### src/rtl/if_prefetch_unit_pkg.sv
// Shared constants and payload types for the instruction-fetch prefetch unit.
package if_prefetch_unit_pkg;

    localparam int unsigned XLEN        = 32;
    localparam int unsigned INSTR_BYTES = 4;
    localparam logic [XLEN-1:0] RESET_PC_DEFAULT = 32'h0000_0000;

    typedef struct packed {
        logic [XLEN-1:0] pc;
        logic [XLEN-1:0] instr;
    } fetch_entry_t;

    function automatic logic [XLEN-1:0] align_word(input logic [XLEN-1:0] addr);
        return {addr[XLEN-1:2], 2'b00};
    endfunction

endpackage

### src/rtl/if_prefetch_unit_fetch_fifo.sv
// Prefetch queue: synchronous FIFO of {pc, instr} entries; clear overrides push/pop.
module if_prefetch_unit_fetch_fifo
    import if_prefetch_unit_pkg::*;
#(
    parameter int unsigned DEPTH = 4
) (
    input  logic                           clk,
    input  logic                           rst,
    input  logic                           i_push,
    input  logic                           i_pop,
    input  logic                           i_clear,
    input  fetch_entry_t                   i_push_data,
    output logic [$clog2(DEPTH):0]         o_count,
    output fetch_entry_t                   o_head
);

    localparam int unsigned AW = $clog2(DEPTH);
    localparam int unsigned CW = AW + 1;

    fetch_entry_t    r_mem [DEPTH];
    logic [AW-1:0]   r_wr_ptr;
    logic [AW-1:0]   r_rd_ptr;
    logic [CW-1:0]   r_count;

    // Storage is reset too so the head reads as zero while the queue is empty after reset.
    always_ff @(posedge clk or negedge rst) begin
        if (!rst) begin
            r_wr_ptr <= '0;
            r_rd_ptr <= '0;
            r_count  <= '0;
            for (int i = 0; i < int'(DEPTH); i++) begin
                r_mem[i] <= '0;
            end
        end else if (i_clear) begin
            r_wr_ptr <= '0;
            r_rd_ptr <= '0;
            r_count  <= '0;
        end else begin
            if (i_push) begin
                r_mem[r_wr_ptr] <= i_push_data;
                r_wr_ptr        <= r_wr_ptr + AW'(1);
            end
            if (i_pop) begin
                r_rd_ptr <= r_rd_ptr + AW'(1);
            end
            r_count <= r_count + CW'(i_push) - CW'(i_pop);
        end
    end

    assign o_count = r_count;
    assign o_head  = r_mem[r_rd_ptr];

endmodule

### src/rtl/if_prefetch_unit.sv
// Instruction-fetch front end: credit-limited sequential fetch, in-order response
// buffering, and redirect flush that drops every response still in flight.
module if_prefetch_unit
    import if_prefetch_unit_pkg::*;
#(
    parameter int unsigned     DEPTH    = 4,
    parameter logic [XLEN-1:0] RESET_PC = RESET_PC_DEFAULT
) (
    input  logic            clk,
    input  logic            rst,
    input  logic            redirect_valid,
    input  logic [XLEN-1:0] redirect_pc,
    output logic            imem_req_valid,
    input  logic            imem_req_ready,
    output logic [XLEN-1:0] imem_req_addr,
    input  logic            imem_rsp_valid,
    input  logic [XLEN-1:0] imem_rsp_data,
    output logic            out_valid,
    input  logic            out_ready,
    output logic [XLEN-1:0] out_pc,
    output logic [XLEN-1:0] out_instruction,
    output logic [XLEN-1:0] out_pc_plus_4
);

    localparam int unsigned CW = $clog2(DEPTH) + 1;
    localparam int unsigned SW = CW + 1;

    logic [XLEN-1:0] r_fetch_pc;
    logic [XLEN-1:0] r_rsp_pc;
    logic [CW-1:0]   r_inflight;
    logic [CW-1:0]   r_drop;

    logic [CW-1:0]   w_count;
    fetch_entry_t    w_head;
    fetch_entry_t    w_push_data;
    logic            w_credit_ok;
    logic            w_req_fire;
    logic            w_rsp_fire;
    logic            w_pop;
    logic            w_push;
    logic [CW-1:0]   w_inflight_next;
    logic [XLEN-1:0] w_redirect_pc;

    // Queued plus outstanding never exceeds DEPTH, so a response always has a slot.
    assign w_credit_ok     = (SW'(w_count) + SW'(r_inflight)) < SW'(DEPTH);
    assign imem_req_valid  = rst & w_credit_ok;
    assign imem_req_addr   = r_fetch_pc;

    assign w_req_fire      = imem_req_valid & imem_req_ready;
    assign w_rsp_fire      = imem_rsp_valid;
    assign w_pop           = out_valid & out_ready;
    assign w_push          = w_rsp_fire & (r_drop == '0) & ~redirect_valid;
    assign w_inflight_next = r_inflight + CW'(w_req_fire) - CW'(w_rsp_fire);
    assign w_redirect_pc   = align_word(redirect_pc);
    assign w_push_data     = '{pc: r_rsp_pc, instr: imem_rsp_data};

    always_ff @(posedge clk or negedge rst) begin
        if (!rst) begin
            r_fetch_pc <= RESET_PC;
            r_rsp_pc   <= RESET_PC;
            r_inflight <= '0;
            r_drop     <= '0;
        end else begin
            r_inflight <= w_inflight_next;
            if (redirect_valid) begin
                // Everything still outstanding after this edge belongs to the old stream.
                r_fetch_pc <= w_redirect_pc;
                r_rsp_pc   <= w_redirect_pc;
                r_drop     <= w_inflight_next;
            end else begin
                if (w_req_fire) begin
                    r_fetch_pc <= r_fetch_pc + XLEN'(INSTR_BYTES);
                end
                if (w_push) begin
                    r_rsp_pc <= r_rsp_pc + XLEN'(INSTR_BYTES);
                end
                if (w_rsp_fire && (r_drop != '0)) begin
                    r_drop <= r_drop - CW'(1);
                end
            end
        end
    end

    if_prefetch_unit_fetch_fifo #(
        .DEPTH (DEPTH)
    ) u_fifo (
        .clk         (clk),
        .rst         (rst),
        .i_push      (w_push),
        .i_pop       (w_pop),
        .i_clear     (redirect_valid),
        .i_push_data (w_push_data),
        .o_count     (w_count),
        .o_head      (w_head)
    );

    assign out_valid       = (w_count != '0);
    assign out_pc          = w_head.pc;
    assign out_instruction = w_head.instr;
    assign out_pc_plus_4   = out_valid ? (w_head.pc + XLEN'(INSTR_BYTES)) : '0;

endmodule

### config.mk
export PLATFORM = sky130hd
export DESIGN_NAME = if_prefetch_unit
export DESIGN_NICKNAME = d
export VERILOG_FILES = /design/src/rtl/if_prefetch_unit_pkg.sv /design/src/rtl/if_prefetch_unit_fetch_fifo.sv /design/src/rtl/if_prefetch_unit.sv
export SDC_FILE = /design/constraint.sdc
export NUM_CORES = 1
export LEC_CHECK = 0
export ABC_AREA = 1
export CORE_UTILIZATION = 55
export DETAILED_ROUTE_END_ITERATION = 10
export PLACE_DENSITY = 0.8
export SLEW_MARGIN = 20
export SYNTH_ARGS = -nofsm -noshare
export SYNTH_HDL_FRONTEND = slang
export SYNTH_SLANG_ARGS = --single-unit
### constraint.sdc
create_clock -name clk -period 7.9 [get_ports clk]
set_input_delay 2.37 -clock clk [delete_from_list [all_inputs] [get_ports clk]]
set_output_delay 2.37 -clock clk [all_outputs]
set_load 0.01 [all_outputs]
### After elaboration in Yosys (flattened, before gate mapping)

Cells that the tools add are included.

* output and inout port bits: 130
* bits of input ports: 70
* logic and storage cells: 66
* bits in registers: 333

* mux-type cells: 18
* reduce and logical (&&, ||, !) cells: 10
* $lt $le $gt $ge: 4
* bitwise logic cells: 8
* $add $sub $neg: 11

Operator list (number)
* bitwise mux 256 bit: 1
* 2-to-1 mux 64 bit: 3
* 2-to-1 mux 32 bit: 5
* binary-select mux 64 bit (select 2 bit): 1
* demux 64 bit (select 2 bit): 1
* adder 32 x 3 -> 32 bit, second input constant: 3
* 2-to-1 mux 3 bit: 3
* 2-to-1 mux 2 bit: 4
* nonzero test 2 bit: 4
* adder 3 x 1 -> 3 bit: 2
* >= comparator 3 bit, second input constant: 2
* inverter 2 -> 3 bit: 2
* nonzero test 3 bit: 2
* subtractor 3 x 1 -> 3 bit: 2
* AND 1 bit: 5
* adder 2 x 1 -> 2 bit, second input constant: 2
* adder 3 x 3 -> 4 bit: 1
* less-than comparator 4 x 3 -> 1 bit, second input constant: 1
* zero test 3 bit: 1
* less-than comparator 3 x 1 -> 1 bit, second input constant: 1
* subtractor 3 x 1 -> 3 bit, second input constant: 1
* logical AND 1 bit: 2
* AND reduction 2 bit: 1
* inverter 1 bit: 1

### Longest topological paths before layout

Gate-level depths: netlist of run 1.

* depth in word-level cells: 7
* mapped depth: 17

### Hierarchy

Synthesis of run 1 repeated with hierarchy kept, for this count alone.

* cells, all modules: 2348
* area total of the unflattened synthesis: 17660.7 um2

By module, submodules not included
* if_prefetch_unit_fetch_fifo: area an instance 11931.4 um2, cells an instance 1428, seq. area each 6581.3 um2, instances 1
* if_prefetch_unit: area an instance 5729.2 um2, cells an instance 920, seq. area each 1651.6 um2, instances 1

### Worst setup path after synthesis of run 1

No wires, ideal clock.

* path kind: input port to output port
* from: input rst
* to: output imem_req_valid
* setup slack: 2844 ps
* data arrival time: 2686 ps
* buffers on the path: 0
* cell stages on the path: 2
* data required time: 5530 ps
* cells stage by stage: nand3b_1 > nor2_1

* longest elaborated chain between the ends: 1

RTL lines
* start, declared: RTL line if_prefetch_unit.sv:10 `input logic rst,`
* AND 1 bit: RTL line if_prefetch_unit.sv:46 `assign imem_req_valid = rst & w_credit_ok;`
* end, declared: RTL line if_prefetch_unit.sv:13 `output logic imem_req_valid,`

Every way passes these cells.

### Worst setup path in the final report of run 1

* from: register u_fifo.r_rd_ptr[0]
* to: output out_pc_plus_4[20]

* longest elaborated chain between the ends: 6

RTL lines
* start, declared: RTL line if_prefetch_unit_fetch_fifo.sv:22 `logic [AW-1:0] r_rd_ptr;`
* start signal, assigned: RTL line if_prefetch_unit_fetch_fifo.sv:44 `r_rd_ptr <= r_rd_ptr + AW'(1);`
* inverter 2 -> 3 bit (not written as such): RTL line if_prefetch_unit_fetch_fifo.sv:51 `assign o_head = r_mem[r_rd_ptr];`
* binary-select mux 64 bit (select 2 bit): RTL line if_prefetch_unit_fetch_fifo.sv:51
* 2-to-1 mux 64 bit (not written as such) (2 in series): RTL line if_prefetch_unit_fetch_fifo.sv:51
* adder 32 x 3 -> 32 bit: RTL line if_prefetch_unit.sv:100 `assign out_pc_plus_4 = out_valid ? (w_head.pc + XLEN'(INSTR_BYTES)) : '0;`
* 2-to-1 mux 32 bit: RTL line if_prefetch_unit.sv:100
* end, declared: RTL line if_prefetch_unit.sv:22 `output logic [XLEN-1:0] out_pc_plus_4`

Every way passes these cells. The select of a mux whose other input is x is not followed.

==> results.txt, run 1 <==
Entering global routing, the biggest net connects 135 pins. Maximum buffer depth of the clock tree: 3. The type of the most critical hold path is flop to flop. The floorplan has 63 rows.

The count of instances resized after the clock tree is built is 0. Setup repair after global routing left no endpoint under its margin. The run gives 0 as the number of max-slew violations in the final report. The post-route antenna net violation count came out at 0.

The region available for standard cell placement spans 30,000 sq um. In this run the power density over the cells is 323 nW/um^2. In the routed layout, each cell is associated on average with a via count of 5.69. The worst register-to-register path has a setup slack of 4.40 ns.

A synthesized cell averages 7.46 sq um. TritonCTS built the clock tree. In this run the vertical extent of the chip is 177 um. Post-CTS clock slew at the launch and capture registers of the worst setup and hold paths: 0.06 ns. The final worst-path cycle share came out at 0.858. The number of antenna diodes in the final layout is 0. The horizontal die dimension is 177 um, and the die footprint is 31,500 sq um. The tool flagged a number of max-cap violations equal to 0. The worst setup path is launched from a flop. The finished layout holds 2,806 standard cells, fillers aside. The tools report the number of design-rule violations left by the first detailed-router iteration as 1,483. The logs give 0.52 ns for the clock insertion delay at the later pin of the skew report and 1.66 ns for the placement-stage worst setup slack. The run finished with clean final reports. The run gives 2,477 as the net count of the finished layout.

The sequential cell area fraction in the yosys report came out at 0.475. For the number of antenna violations at the first check in global routing, the log shows 0. For the vias after detailed routing, the log shows 16,000. Synthesis produced 2,268 cells. The count of port buffers added during placement is 191.

For the post-synthesis cell type count, the log shows 39. Setup violations remaining at the end of the flow were counted as 0. The fraction of final layout cells with drive strength greater than 1 came out at 0.0443.

The run gives 0.967 as the last weighted congestion value of the routability-driven placer. The time the final worst path needs with I/O delays and setup is 6.78 ns. The actual slew at the worst max-slew pin was 1.10 ns. The run gives 29.9 mm as the sum of net half-perimeters after detailed placement. The sort of element at the end of the critical path was a primary output. The logs give 0 for the count of warnings emitted by yosys and 0 for the buffer count from post-CTS setup fixing. The achievable frequency was 148 MHz.

Dominant cell type by area after synthesis: sky130_fd_sc_hd__dfrtp_1. The uppermost layer routed is met4. Critical path required time: 5.53 ns. The buffer type at the clock tree root was sky130_fd_sc_hd__clkbuf_16.

In the final routing, the length of wire on met1 measures 19.9 mm. The number of placed instances with taps included was 2,744; the average wire length per cell after detail routing was 16.3 um. The number of sinks driven by the clock tree was 321; the post-synthesis instance area was 16,900 sq um.

For the first-pass GRT wire length, the log shows 74.2 mm. Detailed routing placed a total of 3.65 mm of wire on met3. Relative to the synthesized area, the layout overhead comes to 18.5%.

The top cell type's share of synthesized area works out to 0.475. The critical path is of the flop to primary output type. The total overflow reported by the global router is 0. Summed over all layers, the routed wires come to 45.8 mm.

The hold violation count in the final report came out at 0. The run gives 21.0 mm as the detailed-routed wire length on met2. The logs give 0.0213 ns for the worst-case clock skew and 15,100 for the number of global-route vias before repair.

The number of hold buffers added after CTS was 0. Least setup slack across all paths after layout: 1.12 ns. Sorting the synthesized cells by area gives the leading types as sky130_fd_sc_hd__dfrtp_1 (48%), sky130_fd_sc_hd__nand2_1 (16%), sky130_fd_sc_hd__o21ai_0 (11%), sky130_fd_sc_hd__nor2_1 (4.3%), sky130_fd_sc_hd__inv_1 (3.6%). For the number of clock buffers inserted by TritonCTS, the log shows 34. In this run the worst path has a maximum fanout of 134. On the final layout, the worst hold slack is 0.479 ns. The total routing usage reported by global routing is 0.295, and the count of unresolved DRC violations after routing is 0. STA puts the critical path data arrival time at 4.41 ns. The count of state elements after synthesis works out to 321. The first detailed-routing pass took 7 iterations.

Across the VDD grid, the largest voltage drop is 0.197 mV. The fraction of the core area covered by cells at the end of the flow was 0.669. The filler cell count in the final layout was 2,491. The H-tree was split into 2 levels. Summed over all cells, the static leakage comes to 9.32 nW. Starting utilization of the core area: 0.565. The setup TNS is 0 ns, and the headroom to the max-slew limit is 0.262. The run gives 200 as the number of top-level design ports.
## flip-flops by register name (all words and copies together) (netlist names)
register	flops
u_fifo.r_mem	248
r_inflight	3
u_fifo.o_count	3
u_fifo.r_wr_ptr	2
r_rsp_pc	30
imem_req_addr	30
r_drop	3
u_fifo.r_rd_ptr	2
## where the power goes
part           internal, mW  total [mW]  switching (mW)
Clock                  1.00        1.68           0.674
Combinational          1.07        2.51            1.44
Sequential             1.99        2.27           0.280
## cell usage after synthesis
cell	count
sky130_fd_sc_hd__nand2_1	739
sky130_fd_sc_hd__o21ai_0	358
sky130_fd_sc_hd__dfrtp_1	321
sky130_fd_sc_hd__nor2_1	194
sky130_fd_sc_hd__inv_1	164
sky130_fd_sc_hd__nand3_1	120
sky130_fd_sc_hd__clkbuf_1	62
sky130_fd_sc_hd__buf_2	42
sky130_fd_sc_hd__o22ai_1	33
sky130_fd_sc_hd__o211ai_1	32
sky130_fd_sc_hd__a21oi_1	29
sky130_fd_sc_hd__nor3_1	28
sky130_fd_sc_hd__xor2_1	23
sky130_fd_sc_hd__nand2_2	18
sky130_fd_sc_hd__ha_1	15
sky130_fd_sc_hd__nand4_1	15
sky130_fd_sc_hd__buf_4	12
sky130_fd_sc_hd__buf_6	7
sky130_fd_sc_hd__nor2_2	6
sky130_fd_sc_hd__o221ai_1	6
sky130_fd_sc_hd__a31oi_1	5
sky130_fd_sc_hd__nor4_1	5
sky130_fd_sc_hd__o21ai_1	5
sky130_fd_sc_hd__o21bai_1	5
sky130_fd_sc_hd__xnor2_1	4
sky130_fd_sc_hd__nand3b_1	3
sky130_fd_sc_hd__nor2_4	3
sky130_fd_sc_hd__fa_1	2
sky130_fd_sc_hd__o21ai_2	2
sky130_fd_sc_hd__and3_1	1
sky130_fd_sc_hd__buf_1	1
sky130_fd_sc_hd__clkinv_1	1
sky130_fd_sc_hd__conb_1	1
sky130_fd_sc_hd__inv_2	1
sky130_fd_sc_hd__inv_6	1
sky130_fd_sc_hd__nor3b_1	1
sky130_fd_sc_hd__o211a_1	1
sky130_fd_sc_hd__o311ai_0	1
sky130_fd_sc_hd__o31ai_1	1
## final cells by class
type                    instances  area (sq um)  share of cell area
clock inverters                19           255              0.0127
clock buffers                  43           926              0.0462
flip-flops and latches        321          8040               0.401
inverters                     167           632              0.0315
repair buffers                205          2030               0.101
multi-input cells            1661          7670               0.383
well taps                     390           488              0.0244
## metal layers
metal  up-vias  global-route usage
li1       7606                   -
met1      7570               0.406
met2       701               0.473
met3       100              0.0482
met4         0               0.106
met5         -                   0
## metrics by stage
step                area [sq um]  power [mW]
floorplan                  16900        3.68
detailed placement         18900        4.77
finish                     20000        6.47
global placement           18900        4.70
CTS                        20000        6.46
global route               20000        6.87
## path summary, 6_finish.rpt
check / startpoint / endpoint / cells past startpoint
setup / recovery: u_fifo.r_rd_ptr[0] / out_pc_plus_4[20] / 15
hold / removal: u_fifo.r_mem[68] / u_fifo.r_mem[68] / 2
setup reg to reg: r_drop[0] / u_fifo.o_count[2] / 12
hold reg to reg: u_fifo.r_mem[68] / u_fifo.r_mem[68] / 2
max in group asynchronous: rst / u_fifo.r_mem[107] / 3
min in group asynchronous: rst / u_fifo.r_mem[23] / 1
## cell usage in the layout, fill, tap and decap left out, types with 16 or more instances in the layout
cell type                           n
sky130_fd_sc_hd__clkdlybuf4s50_1  190
sky130_fd_sc_hd__o22ai_1           33
sky130_fd_sc_hd__a21oi_1           29
sky130_fd_sc_hd__o21ai_0          358
sky130_fd_sc_hd__dfrtp_1          319
sky130_fd_sc_hd__nor3_1            28
sky130_fd_sc_hd__nor2_1           194
sky130_fd_sc_hd__o211ai_1          32
sky130_fd_sc_hd__nand3_1          120
sky130_fd_sc_hd__nand2_2           16
sky130_fd_sc_hd__inv_1            163
sky130_fd_sc_hd__clkbuf_16         35
sky130_fd_sc_hd__nand2_1          737
sky130_fd_sc_hd__xor2_1            23
## worst max-delay path: stages, from the launching register on
cell and delay (ns):
sky130_fd_sc_hd__dfrtp_4 0.77, sky130_fd_sc_hd__inv_6 0.83, sky130_fd_sc_hd__nand2_1 0.18, sky130_fd_sc_hd__nand2_1 0.11, sky130_fd_sc_hd__nand2_1 0.05, sky130_fd_sc_hd__nand2_1 0.14, sky130_fd_sc_hd__ha_1 0.21, sky130_fd_sc_hd__inv_1 0.05
sky130_fd_sc_hd__nor2_1 0.21, sky130_fd_sc_hd__nand2_1 0.12, sky130_fd_sc_hd__nor2_1 0.15, sky130_fd_sc_hd__nand2_1 0.12, sky130_fd_sc_hd__nor2_1 0.14, sky130_fd_sc_hd__nor2_1 0.05, sky130_fd_sc_hd__nor2_1 0.10, sky130_fd_sc_hd__clkdlybuf4s50_1 0.53
## kinds of logic (layout without fill, tap and decap cells)
family	after synthesis	count (layout)	synth area share
AO/OA/AOI/OAI	478	478	0.152
XOR/XNOR	27	27	0.0140
adder cells (fa/ha/maj)	17	17	0.0135
buffers and inverters	291	434	0.0738
flip-flops	321	321	0.475
other	1	6	0.000222
AND/OR/NAND/NOR	1133	1133	0.271
No activity file was read; power rests on OpenSTA's default activity.
==> run 2: changes to the inputs <==
--- a/config.mk
+++ b/config.mk
@@ -6,9 +6,9 @@
 export NUM_CORES = 1
 export LEC_CHECK = 0
 export ABC_AREA = 1
-export CORE_UTILIZATION = 55
+export CORE_UTILIZATION = 48
 export DETAILED_ROUTE_END_ITERATION = 10
-export PLACE_DENSITY = 0.8
+export PLACE_DENSITY = 0.71
 export SLEW_MARGIN = 20
 export SYNTH_ARGS = -nofsm -noshare
 export SYNTH_HDL_FRONTEND = slang
==> results.txt, run 2 (same netlist as run 1, synthesis figures left out) <==
The total routing usage reported by global routing came out at 0.260 (-0.0357). The count of instances resized after the clock tree is built is 0 (unchanged). The count of port buffers added during placement is 191 (unchanged), and the relative contribution of combinational cells to total power is 0.403 (+0.014). The last weighted congestion value of the routability-driven placer is 0.904 (-6.5%). The tools report the startpoint class of the critical path as a primary input.

The worst-case clock skew is 0.0150 ns (-0.00630 ns), and the number of max-cap violations is 0 (unchanged). The run gives 160 MHz (+8.3%) as the achievable frequency. The post-CTS clock slew at the launch and capture registers of the worst setup and hold paths is 0.06 ns (about the same), and the number of sinks driven by the clock tree is 321 (unchanged).

The sequential power share is 0.357 (+0.005). The total number of placement rows was 68 (+7.9%); the count of unresolved DRC violations after routing was 0 (unchanged). The critical path required time is 5.53 ns (about the same), and the number of antenna violations at the first check in global routing is 0 (unchanged). The run gives 200 (unchanged) as the number of top-level design ports.

In the layout the commonest cells are sky130_fd_sc_hd__nand2_1 (737), sky130_fd_sc_hd__o21ai_0 (358), sky130_fd_sc_hd__dfrtp_1 (319). The number of design-rule violations left by the first detailed-router iteration is 1,338 (-9.8%), and the actual slew at the worst max-slew pin is 1.07 ns (-0.0346 ns). The register area was 8040 sq um (unchanged); the hold violation count in the final report was 0 (unchanged).

The tools report the area of the placeable core as 34,600 sq um (+16%). The net count of the finished layout came out at 2,481 (+0.16%). The total inserted antenna cells was 0 (unchanged).

The fraction of final layout cells with drive strength greater than 1 works out to 0.0430 (-0.00128). The internal power was 3.93 mW (-3.3%); the final hold slack was 0.480 ns (+0.000302 ns). The synthesis-to-layout area growth is 18.5% (about the same). The area of the multi-input gates came out at 7670 sq um (unchanged). Most common cell after layout, fill and taps aside: sky130_fd_sc_hd__nand2_1. The clock insertion delay at the later pin of the skew report is 0.52 ns (about the same), and the horizontal die dimension is 190 um (+7.0%).

The category of the critical setup timing path is primary input to primary output. The time the final worst path needs with I/O delays and setup works out to 6.26 ns (-0.520 ns). The placement-stage worst setup slack is 1.60 ns (-0.0575 ns). The power per unit of standard cell area came out at 314 nW/um^2 (-2.6%). The sum of net half-perimeters after detailed placement was 30.6 mm (+2.6%). The run gives 15,600 (-2.2%) as the vias after detailed routing. The logs give 0 (unchanged) for the post-route antenna net violation count and 0 ns (unchanged) for the setup TNS.

The run gives 6 (-1) as the total iterations of the first detailed-routing run. Flip-flop count of the largest register, all copies and words added: 248 (unchanged). The maximum number of pins on one net before global-route repair is 81 (-40%). TritonCTS built the clock tree.

The final number of setup-violating endpoints is 0 (unchanged). The static leakage came out at 9.29 nW (-0.32%). The flow ran to the end, and the final reports show no timing, DRC or antenna violations. The first-pass GRT wire length was 75.2 mm (+1.4%); the detailed-route wire length was 46.3 mm (+1.0%). Least setup slack across all paths after layout: 1.64 ns (+0.520 ns). In this run the worst hold path is classified as flop to flop. Average wire length per cell after detail routing: 16.1 um (-1.3%).

The via count normalized by instance count came out at 5.44 (-4.5%). CTS placed an instance of sky130_fd_sc_hd__clkbuf_16 at the clock tree root. Arrival time of the worst setup path: 3.89 ns (-0.52 ns). The sort of element at the end of the critical path is a primary output.

The run gives 3,222 (+29%) as the filler cell count in the final layout. The number of max-slew violations in the final report was 0 (unchanged). The number of global-route vias before repair was 14,600 (-3.2%); the peak ir drop on the vdd network was 0.143 mV (-27%). The final worst-path cycle share works out to 0.792 (-0.0659). The tools report the headroom to the max-slew limit as 0.285 (+0.0231). The number of clock buffers inserted by TritonCTS was 35 (+2.9%). The run gives 2 (unchanged) as the CTS H-tree depth.

The tools report the total overflow reported by the global router as 0 (unchanged). The buffer count from post-CTS setup fixing is 0 (unchanged), and the clock network fraction of total power is 0.240 (-0.020). Setup repair after global routing left no endpoint under its margin. The maximum buffer depth of the clock tree came out at 3 (unchanged). The die footprint came out at 36,000 sq um (+14%).

The starting utilization of the core area came out at 0.488 (-0.0762). Die boundary height: 190 um (+7.0%). The largest driver fanout on the critical path came out at 65 (-51%). The net switching component of the power is 2.37 mW (-1.3%), and the quantity of hold-fixing buffers added after cts is 0 (unchanged). Counting flops per register, the top entry is u_fifo.r_mem. The switching power share of the total came out at 0.376 (+0.00491).
-- run 2: critical path, cell delays in order --
cell	delay, ns
sky130_fd_sc_hd__buf_8	0.37
sky130_fd_sc_hd__nand3b_1	0.13
sky130_fd_sc_hd__nor2_1	0.36
sky130_fd_sc_hd__clkdlybuf4s50_1	0.63
-- run 2: worst paths after layout --
check / start / slack [ns] / cells past startpoint / endpoint
hold reg to reg: u_fifo.r_mem[79] / 0.48 / 2 / u_fifo.r_mem[79]
hold / removal: u_fifo.r_mem[79] / 0.48 / 2 / u_fifo.r_mem[79]
min in group asynchronous: rst / 1.79 / 1 / u_fifo.r_mem[212]
setup / recovery: rst / 1.64 / 4 / imem_req_valid
max in group asynchronous: rst / 4.18 / 4 / u_fifo.r_mem[108]
setup reg to reg: r_drop[0] / 4.42 / 12 / u_fifo.o_count[2]
-- run 2: per-layer routing --
metal | vias to the layer above | wire length (um) | GRT usage
met4 | 0 | 1060 | 0.0707
met1 | 7406 | 20900 | 0.363
li1 | 7612 | - | -
met5 | - | 0 | 0
met3 | 72 | 3050 | 0.0389
met2 | 539 | 21300 | 0.421
-- run 2: cell type report --
type / count / share of cell area
tap: 455 / 0.0284
clock inverter: 12 / 0.00419
inverter: 167 / 0.0315
sequential: 321 / 0.401
timing repair buffer: 208 / 0.103
clock buffer: 49 / 0.0484
multi-input combinational: 1661 / 0.383
-- run 2: stage by stage --
| step | utilization | cells | instance area (sq um) | total power [mW] |
|---|---|---|---|---|
| floorplan | - | 2273 | 16900 | 3.68 |
| global placement | 0.547 | 2811 | 18900 | 4.73 |
| detailed placement | 0.547 | 2811 | 18900 | 4.80 |
| CTS | 0.578 | 2872 | 20000 | 6.33 |
| global route | 0.578 | 2873 | 20000 | 6.73 |
| finish | 0.578 | 2873 | 20000 | 6.30 |
-- run 2: power by group through the flow --
stage / sequential, mW / combinational [mW] / clock (mW)
finish: 2.25 / 2.54 / 1.51
global route: 2.29 / 2.83 / 1.60
CTS: 2.24 / 2.55 / 1.54
detailed placement: 2.27 / 2.53 / 0
global placement: 2.25 / 2.48 / 0
floorplan: 2.20 / 1.48 / 0
==> run 3: changes to the inputs <==
--- a/config.mk
+++ b/config.mk
@@ -8,7 +8,7 @@
 export ABC_AREA = 1
 export CORE_UTILIZATION = 48
 export DETAILED_ROUTE_END_ITERATION = 10
-export PLACE_DENSITY = 0.71
+export PLACE_DENSITY = 0.74
 export SLEW_MARGIN = 20
 export SYNTH_ARGS = -nofsm -noshare
 export SYNTH_HDL_FRONTEND = slang
==> constraint.sdc (replaced) <==
create_clock -name clk -period 5.56 [get_ports clk]
set_input_delay 1.668 -clock clk [delete_from_list [all_inputs] [get_ports clk]]
set_output_delay 1.668 -clock clk [all_outputs]
set_load 0.01 [all_outputs]
==> results.txt, run 3 (same netlist as run 1, synthesis figures left out) <==
The register with the most flip-flops was u_fifo.r_mem. The actual slew at the worst max-slew pin came out at 1.01 ns (-0.0633 ns). The run gives 0 (unchanged) as the final number of setup-violating endpoints. The flip-flop count of the largest register, all copies and words added is 248 (unchanged). The buffer count from post-CTS setup fixing is 0 (unchanged), and the total non-filler cell area in the finished layout is 20,100 sq um (+0.46%). The first-pass GRT wire length is 76.4 mm (+1.6%). The number of max-cap violations came out at 0 (unchanged).

For the CTS H-tree depth, the log shows 2 (unchanged). The worst hold path belongs to the class flop to flop. The static leakage is 9.35 nW (+0.60%), and the number of top-level design ports is 200 (unchanged). The post-CTS clock slew at the launch and capture registers of the worst setup and hold paths works out to 0.06 ns (about the same). The run gives 3.89 ns (-1.64 ns) as the critical path required time.

The flow ran to the end, and the final reports show no timing, DRC or antenna violations. The register-to-register path setup slack was 2.14 ns (-2.28 ns); the fraction of final layout cells with drive strength greater than 1 was 0.0451 (+0.00205). The power per unit of standard cell area was 453 nW/um^2 (+44%).

The tools report the net count of the finished layout as 2,484 (+0.12%). Detailed-route wire length: 47.0 mm (+1.5%). The logs give 0 (unchanged) for the count of instances resized after the clock tree is built and 0 (unchanged) for the post-route antenna net violation count. Maximum number of pins on one net before global-route repair: 166 (+100%).

The run gives 0 (unchanged) as the quantity of hold-fixing buffers added after cts. The tools report the total overflow reported by the global router as 0 (unchanged). The run gives 5 (-1) as the total iterations of the first detailed-routing run.

The die footprint came out at 36,000 sq um (unchanged). TritonCTS built the clock tree. The largest driver fanout on the critical path came out at 39 (-40%). The tools report the last weighted congestion value of the routability-driven placer as 0.912 (+0.89%).

The worst setup path is launched from a flop. The horizontal die dimension came out at 190 um (unchanged). The time the final worst path needs with I/O delays and setup works out to 5.27 ns. The number of antenna violations at the first check in global routing is 1 (+1). The worst register-to-register path begins at u_fifo.o_count[1]. The run gives 35 (unchanged) as the number of clock buffers inserted by TritonCTS. The category of the critical setup timing path is flop to primary output. Cell depth of the worst hold path: 2 (unchanged). The fraction of the core area covered by cells at the end of the flow was 0.581 (+0.00267); the count of port buffers added during placement was 191 (unchanged).

The total routing usage reported by global routing was 0.263 (+0.00342); the number of design-rule violations left by the first detailed-router iteration was 1,520 (+14%). The run gives 0 (unchanged) as the number of max-slew violations in the final report. The clock insertion delay at the later pin of the skew report came out at 0.51 ns (about the same). The achievable frequency was 190 MHz; the synthesis-to-layout area growth was 19.0%. The setup TNS was 0 ns (unchanged); the filler cell count in the final layout was 3,092 (-4.0%). The run gives 321 (unchanged) as the number of sinks driven by the clock tree. For the total number of placement rows, the log shows 68 (unchanged). The run gives 0.328 (+0.0432) as the headroom to the max-slew limit. The tools report the maximum buffer depth of the clock tree as 3 (unchanged).

The worst hold path terminates at u_fifo.r_mem[158]. The via count normalized by instance count is 5.48 (+0.80%), and the vias after detailed routing is 15,800 (+0.87%). The cell sitting at the root of the clock tree is a sky130_fd_sc_hd__clkbuf_16.

The final worst-path cycle share is 0.948, and the number of global-route vias before repair is 14,900 (+2.0%). For the peak ir drop on the vdd network, the log shows 0.228 mV (+59%). Endpoint of the worst-slack reg-to-reg timing path: u_fifo.o_count[2]. Die boundary height: 190 um (unchanged).

The starting utilization of the core area was 0.488 (unchanged); the average wire length per cell after detail routing was 16.4 um (+1.5%). The worst hold path begins at u_fifo.r_mem[158]. The number of cell instances on the worst register-to-register path is 13 (+1), and the worst-case clock skew is 0.0133 ns (-0.00165 ns). The arrival time of the worst setup path came out at 3.60 ns (-0.29 ns). Setup repair after global routing left no endpoint under its margin. In the layout the commonest cells are sky130_fd_sc_hd__nand2_1 (737), sky130_fd_sc_hd__o21ai_0 (358), sky130_fd_sc_hd__dfrtp_1 (319). The run gives 0 (unchanged) as the count of unresolved DRC violations after routing. The worst setup path is captured at a primary output. The sum of net half-perimeters after detailed placement was 30.8 mm (+0.66%).

The hold violation count in the final report came out at 0 (unchanged). The area of placed instances was 19,000 sq um (+0.22%). Leaving out fill and tap cells, the most frequent cell in the layout is sky130_fd_sc_hd__nand2_1. The tools report the area of the placeable core as 34,600 sq um (unchanged).
-- run 3: cell types whose count changed in the layout (fill, tap and decap cells not counted), sizes merged --
cell,previous run,this run
diode,0,1
clkinv,10,5
clkinvlp,2,0
clkbuf,49,52
buf,18,21
bufinv,0,2
-- run 3: layer usage --
metal  GRT usage  vias to the layer above  routed length, um
li1            -                     7635                  -
met1       0.370                     7508              21400
met2       0.428                      553              21700
met3      0.0347                       69               2960
met4      0.0704                        0               1010
met5           0                        -                  0
-- run 3: how the worst max path moves through the flow --
| stage | from | endpoint | depth (start not counted) |
|---|---|---|---|
| global route | u_fifo.r_rd_ptr[0] | out_pc_plus_4[22] | 15 |
| floorplan | u_fifo.r_rd_ptr[1] | out_pc_plus_4[20] | 14 |
| global placement | u_fifo.r_rd_ptr[0] | out_pc_plus_4[22] | 15 |
| CTS | u_fifo.r_rd_ptr[0] | out_pc_plus_4[22] | 15 |
| detailed placement | u_fifo.r_rd_ptr[0] | out_pc_plus_4[22] | 15 |
| finish | u_fifo.r_rd_ptr[0] | out_pc_plus_4[21] | 15 |
-- run 3: area by class of cell --
type,instances,area (sq um),share of cell area
Clock inverter,7,88.8,0.00441
Timing Repair Buffer,211,2080,0.103
Sequential cell,321,8040,0.399
Antenna cell,1,2.50,0.000124
Multi-Input combinational cell,1661,7670,0.381
Inverter,167,632,0.0314
Tap cell,455,569,0.0283
Clock buffer,52,1040,0.0517
-- run 3: per-stage QoR --
stage | hold slack [ns] | std cells | worst slack [ns] | power, mW
2_1_floorplan | 0.448 | 2273 | 1.84 | 5.23
3_3_place_gp | 0.461 | 2815 | 0.862 | 6.73
3_5_place_dp | 0.469 | 2815 | 0.821 | 6.82
4_1_cts | 0.483 | 2874 | 0.282 | 9.13
5_1_grt | 0.499 | 2875 | 0.00161 | 9.68
6_report | 0.481 | 2875 | 0.290 | 9.11
-- run 3: worst max-delay path: stages, from the launching register on --
cell and delay [ns]:
sky130_fd_sc_hd__dfrtp_4 0.58, sky130_fd_sc_hd__inv_6 0.29, sky130_fd_sc_hd__buf_4 0.42, sky130_fd_sc_hd__nand2_1 0.12
sky130_fd_sc_hd__nand2_1 0.08, sky130_fd_sc_hd__nand2_1 0.05, sky130_fd_sc_hd__nand2_1 0.16, sky130_fd_sc_hd__nand2_1 0.07
sky130_fd_sc_hd__nor2_1 0.19, sky130_fd_sc_hd__nand2_1 0.14, sky130_fd_sc_hd__nor2_4 0.15, sky130_fd_sc_hd__nand2_1 0.07
sky130_fd_sc_hd__nand2_1 0.05, sky130_fd_sc_hd__inv_1 0.04, sky130_fd_sc_hd__nor2_1 0.12, sky130_fd_sc_hd__clkdlybuf4s50_1 0.56
-- run 3: where the power goes --
| part | total, mW | switching, mW | internal, mW |
|---|---|---|---|
| Sequential | 3.19 | 0.352 | 2.84 |
| Clock | 2.28 | 0.904 | 1.38 |
| Combinational | 3.63 | 2.11 | 1.53 |
| Total | 9.11 | 3.36 | 5.75 |
